## config.mk

```make
export PLATFORM = sky130hd
export DESIGN_NAME = dual_alu4_macro
export DESIGN_NICKNAME = d
export VERILOG_FILES = /design/src/rtl/dual_alu4_macro.sv
export SDC_FILE = /design/constraint.sdc
export NUM_CORES = 1
export LEC_CHECK = 0
export CORE_MARGIN = 2
export CORE_UTILIZATION = 44
export CTS_CLUSTER_DIAMETER = 150
export DETAILED_ROUTE_END_ITERATION = 8
export PLACE_DENSITY_LB_ADDON = 0.08
export SLEW_MARGIN = 20
export SYNTH_ARGS = -nofsm -noshare
export SYNTH_HDL_FRONTEND = slang
export SYNTH_SLANG_ARGS = --single-unit
```

## constraint.sdc

```tcl
create_clock -name wb_clk_i -period 3.6 [get_ports wb_clk_i]
set_input_delay 0.36 -clock wb_clk_i [delete_from_list [all_inputs] [get_ports wb_clk_i]]
set_output_delay 0.36 -clock wb_clk_i [all_outputs]
set_load 0.005 [all_outputs]
```

## src/rtl/dual_alu4_macro.sv

```systemverilog
// Two independent 4-bit ALUs behind a two-stage pad pipeline (pad sample, then compute).
// Optional macro SIGNED_OVF_EN replaces the OP0 echo on io_out[9:8] with {V1, V0}.
module dual_alu4_macro (
   input  logic        wb_clk_i,
   input  logic        wb_rst_i,
   input  logic [37:0] io_in,
   output logic [37:0] io_out,
   output logic [37:0] io_oeb
);

   typedef struct packed {
      logic [3:0] r;
      logic       c;
      logic       z;
      logic       v;
   } alu_res_t;

   function automatic alu_res_t alu4(input logic [3:0] a, input logic [3:0] b,
                                     input logic [1:0] op);
      alu_res_t   res;
      logic [4:0] sum;
      res = '0;
      sum = '0;
      case (op)
         2'b00: begin
            sum   = {1'b0, a} + {1'b0, b};
            res.r = sum[3:0];
            res.c = sum[4];
            res.v = (a[3] == b[3]) && (res.r[3] != a[3]);
         end
         2'b01: begin
            // bit 4 of the widened difference is the borrow (A < B unsigned)
            sum   = {1'b0, a} - {1'b0, b};
            res.r = sum[3:0];
            res.c = sum[4];
            res.v = (a[3] != b[3]) && (res.r[3] != a[3]);
         end
         2'b10:   res.r = a & b;
         default: res.r = a ^ b;
      endcase
      res.z = (res.r == 4'd0);
      return res;
   endfunction

   logic [19:0] s1_q, s1_d;
   logic        s1_vld_q, s1_vld_d;
   logic [3:0]  r0_q, r0_d, r1_q, r1_d;
   logic [1:0]  mid_q, mid_d;
   logic        z0_q, z0_d, c0_q, c0_d, z1_q, z1_d, c1_q, c1_d;
   logic        vld_q, vld_d;
   alu_res_t    alu0, alu1;
   logic        unused_bits;

   assign s1_d     = io_in[37:18];
   assign s1_vld_d = 1'b1;

   // s1_q: [19:18]=OP1 [17:16]=OP0 [15:12]=B1 [11:8]=A1 [7:4]=B0 [3:0]=A0
   assign alu0 = alu4(s1_q[3:0],  s1_q[7:4],   s1_q[17:16]);
   assign alu1 = alu4(s1_q[11:8], s1_q[15:12], s1_q[19:18]);

   // Data is held at zero until stage 1 holds a real sample, so no stray Z flags show.
   always_comb begin
      r0_d  = '0;
      r1_d  = '0;
      mid_d = '0;
      z0_d  = 1'b0;
      c0_d  = 1'b0;
      z1_d  = 1'b0;
      c1_d  = 1'b0;
      vld_d = s1_vld_q;
      if (s1_vld_q) begin
         r0_d = alu0.r;
         r1_d = alu1.r;
         z0_d = alu0.z;
         c0_d = alu0.c;
         z1_d = alu1.z;
         c1_d = alu1.c;
`ifdef SIGNED_OVF_EN
         mid_d = {alu1.v, alu0.v};
`else
         mid_d = s1_q[17:16];
`endif
      end
   end

   always_ff @(posedge wb_clk_i) begin
      if (wb_rst_i) begin
         s1_q     <= '0;
         s1_vld_q <= 1'b0;
         r0_q     <= '0;
         r1_q     <= '0;
         mid_q    <= '0;
         z0_q     <= 1'b0;
         c0_q     <= 1'b0;
         z1_q     <= 1'b0;
         c1_q     <= 1'b0;
         vld_q    <= 1'b0;
      end else begin
         s1_q     <= s1_d;
         s1_vld_q <= s1_vld_d;
         r0_q     <= r0_d;
         r1_q     <= r1_d;
         mid_q    <= mid_d;
         z0_q     <= z0_d;
         c0_q     <= c0_d;
         z1_q     <= z1_d;
         c1_q     <= c1_d;
         vld_q    <= vld_d;
      end
   end

   assign io_out = {20'h0, r0_q, r1_q, mid_q, z1_q, c1_q, c0_q, z0_q, 3'b000, vld_q};
   assign io_oeb = {20'hFFFFF, 14'h0000, 3'b111, 1'b0};

   assign unused_bits = ^{io_in[17:0], alu0.v, alu1.v};

endmodule

```

==> impl_metrics.yaml <==
outcome:
  status: "complete, no violations"
power:
  p_per_area_nw_per_um2: 343
  p_leak_uw: 0.00110
  max-vdd-ir-drop_mv: 0.155
clock_network:
  holdBufCountCts: 0
  clk_path_buf_depth: 2
  root_buffer: "clkbuf_8"
  cts_sinks: 36
  cts.repair.resized: 0
  clk_pin_slew_ns: 0.07
  cts-buffers-inserted: 5
  ctsHtreeMaxLevel: 2
  clock_latency_ns: 0.28
  cts_tree: "done"
  post-cts-setup-buffers: 0
synth:
  synth-compound-area-share_pct: 9.82
  synth.most_common_cell: "buf_4"
  synth_flop_cell: "dfxtp_1"
  async_reset_ff_share_pct: 0
  ys_seq_area_share_pct: 31.2
  muxShareOfSynthArea_pct: 2.93
  synth_common_cells: "buf_4 (66), dfxtp_1 (36), nor2b_1 (24), inv_1 (19), ha_1 (16)"
  synth_edf_count: 0
  synth_fa_ha_area_share_pct: 12.1
  yosysTopAreaCell: "dfxtp_1"
  syn_inst: 252
  synth_top_family_by_area: "buffers and inverters"
  syn_area_um2: 2310
  synth_seq_cells: 36
  yosys.area.top_type_share_pct: 31.2
  yosys-top-cells-area: "dfxtp_1 (31%), buf_4 (21%), ha_1 (8.7%)"
  synth.distinct_cells: 44
  synth_simple_gate_area_share_pct: 15.1
  synth_xor_area_share_pct: 1.52
  postSynthAreaPerCell_um2: 9.16
  yosysWarnings: 0
route:
  wl_um: 3190
  ant_nets: 0
  drtIter0Drc: 36
  drc: 0
  viasPerCell: 4.05
  wire_per_inst_um: 9.09
  first_pass_iters: 4
  num_vias: 1423
timing:
  finalCritPeriodShare_pct: 56.6
  fmax_mhz: 490
  whs_ns: 0.623
  hold_violations: 0
  final-max-slew-violation-count: 0
  worst_slew_pin_slew_ns: 0.716
  period_needed_ns: 2.04
  rsz0062_at_grt: "no"
  slew_headroom_pct: 52.1
  fin_skew_ns: 0.00485
  totalNegativeSetupSlack_ns: 0
  setup_viol: 0
setup_path:
  crit_type: "in -> reg"
  crit_path_cell_trace: "clkdlybuf4s50_1 -> inv_2 -> nand2_1 -> inv_1 -> nand3_1 -> a2111oi_0"
  critPathTopFamily: "buffers and inverters"
  cp-start-kind: "input pin"
  worstPathMaxFanout: 21
  r2r-start: "s1_q[6]"
  cp.required_ns: 3.75
  rrSetupSlack_ns: 1.68
  cpPeakStageDelay_ns: 0.78
  ff2ff_path_depth: 6
  worst_ep_arrival_time_ns: 2.19
  critPathCaptureType: "flop"
  worst_r2r_endpoint: "z0_q"
  cp_num_buf_inv: 3
  crit_path_top_delay_cell: "clkdlybuf4s50_1"
worst_hold_path:
  hold_end: "mid_q[1]"
  hp-class: "reg -> reg"
  hold_depth: 2
  hp-start: "s1_q[17]"
placement:
  dp_hpwl_um: 2580
  port_buffers: 36
  gp_congestion: 0.792
  placed_area_um2: 2440
  dp.cells: 344
die:
  die_w_um: 76.4
  start_util_pct: 45.5
  dieHeight_um: 76.4
  num_rows: 26
  die_area_um2: 5840
  io-pin-count: 116
  design.core.area_um2: 5070
cells_and_area:
  drive_above_1_share_pct: 6.41
  post-route-cell-area_um2: 2520
  nets: 341
  area_delta_synth_final_pct: 9.22
  nFillCells: 498
  fin_cells: 351
  n_antenna_cell: 0
global_routing:
  grt_overflow_total: 0
  antenna_found_initial: 0
  grt_pass1_vias: 1216
  grt_usage_pct: 11.5
  grt_pass1_wl_um: 5430
  grt_max_degree: 22
job:
  max_cap_violations: 0
-- routing by layer --
metal / track usage, % / routed length [µm] / vias to the layer above
met4: 4.91 / 32 / 0
met2: 16.3 / 1290 / 85
met3: 3.67 / 322 / 2
li1: - / - / 739
met5: 0 / 0 / -
met1: 16.0 / 1550 / 597
-- worst register-to-register path: cells and delay by family (launching register included) --
kind	cells	cell delay (ns)
compound gates	2	0.74
simple gates	1	0.10
buf+inv	1	0.04
xor+xnor	1	0.10
flops	1	0.33
fa+ha+maj	1	0.47
-- flip-flops by register name, indices dropped and copies added (netlist names) --
signal    count
c0_q          1
c1_q          1
mid_q         2
r0_q          4
r1_q          4
s1_q         20
s1_vld_q      1
vld_q         1
z0_q          1
z1_q          1
-- layout make-up --
| class | instances | area [µm²] | area share, % |
|---|---|---|---|
| inverter | 23 | 86.3 | 3.43 |
| timing repair buffer | 36 | 360 | 14.3 |
| multi-input combinational | 179 | 1190 | 47.1 |
| sequential | 36 | 721 | 28.6 |
| clock buffer | 6 | 72.6 | 2.88 |
| clock inverter | 1 | 5.00 | 0.199 |
| tap | 70 | 87.6 | 3.48 |
-- cells by family (layout without fill, tap and decap cells) --
logic type               Yosys count  in the layout
buffers and inverters             96             66
AND/OR/NAND/NOR                   62             62
flip-flops                        36             36
AO/OA/AOI/OAI                     28             28
adder cells (fa/ha/maj)           20             20
XOR/XNOR                           4              4
multiplexers                       4              4
other                              2             61
-- metrics by stage --
stage / worst slack, ns / util (%) / power (µW)
after floorplan: 1.88 / - / 606
after global placement: 1.30 / 48.1 / 609
after detailed placement: 1.22 / 48.1 / 610
after CTS: 1.51 / 49.7 / 874
after global routing: 1.17 / 49.7 / 916
final: 1.56 / 49.7 / 863
-- placed cells by master (no fill, tap or decap), types with 2 or more instances in the layout --
master           instances
conb_1                  61
dfxtp_1                 36
clkdlybuf4s50_1         36
nor2b_1                 24
inv_1                   19
ha_1                    16
nor2_1                  10
nand2_1                  6
nand3_1                  5
a21oi_1                  5
clkbuf_8                 5
inv_2                    4
o21ai_0                  4
fa_1                     4
xnor2_1                  3
nor3b_1                  3
o21a_1                   3
and2_1                   3
nor4_1                   3
nand2b_1                 2
a221oi_1                 2
mux4_2                   2
nand3b_1                 2
a211o_1                  2
a2111oi_0                2
-- worst max-delay path by stage --
stage / start / endpoint / slack [ns] / depth (start not counted)
2_1_floorplan: s1_q[0] / z0_q / 1.88 / 6
3_3_place_gp: wb_rst_i / z0_q / 1.30 / 6
3_5_place_dp: wb_rst_i / z0_q / 1.22 / 6
4_1_cts: wb_rst_i / z0_q / 1.51 / 6
5_1_grt: wb_rst_i / z0_q / 1.17 / 6
6_report: wb_rst_i / z0_q / 1.56 / 6
-- power breakdown --
part	internal (µW)	switching, µW	leakage (µW)
clock network	131	130	0.0000410
logic	85.4	83.3	0.000764
registers	419	13.5	0.000298
Power figures use the tool's default switching activity.
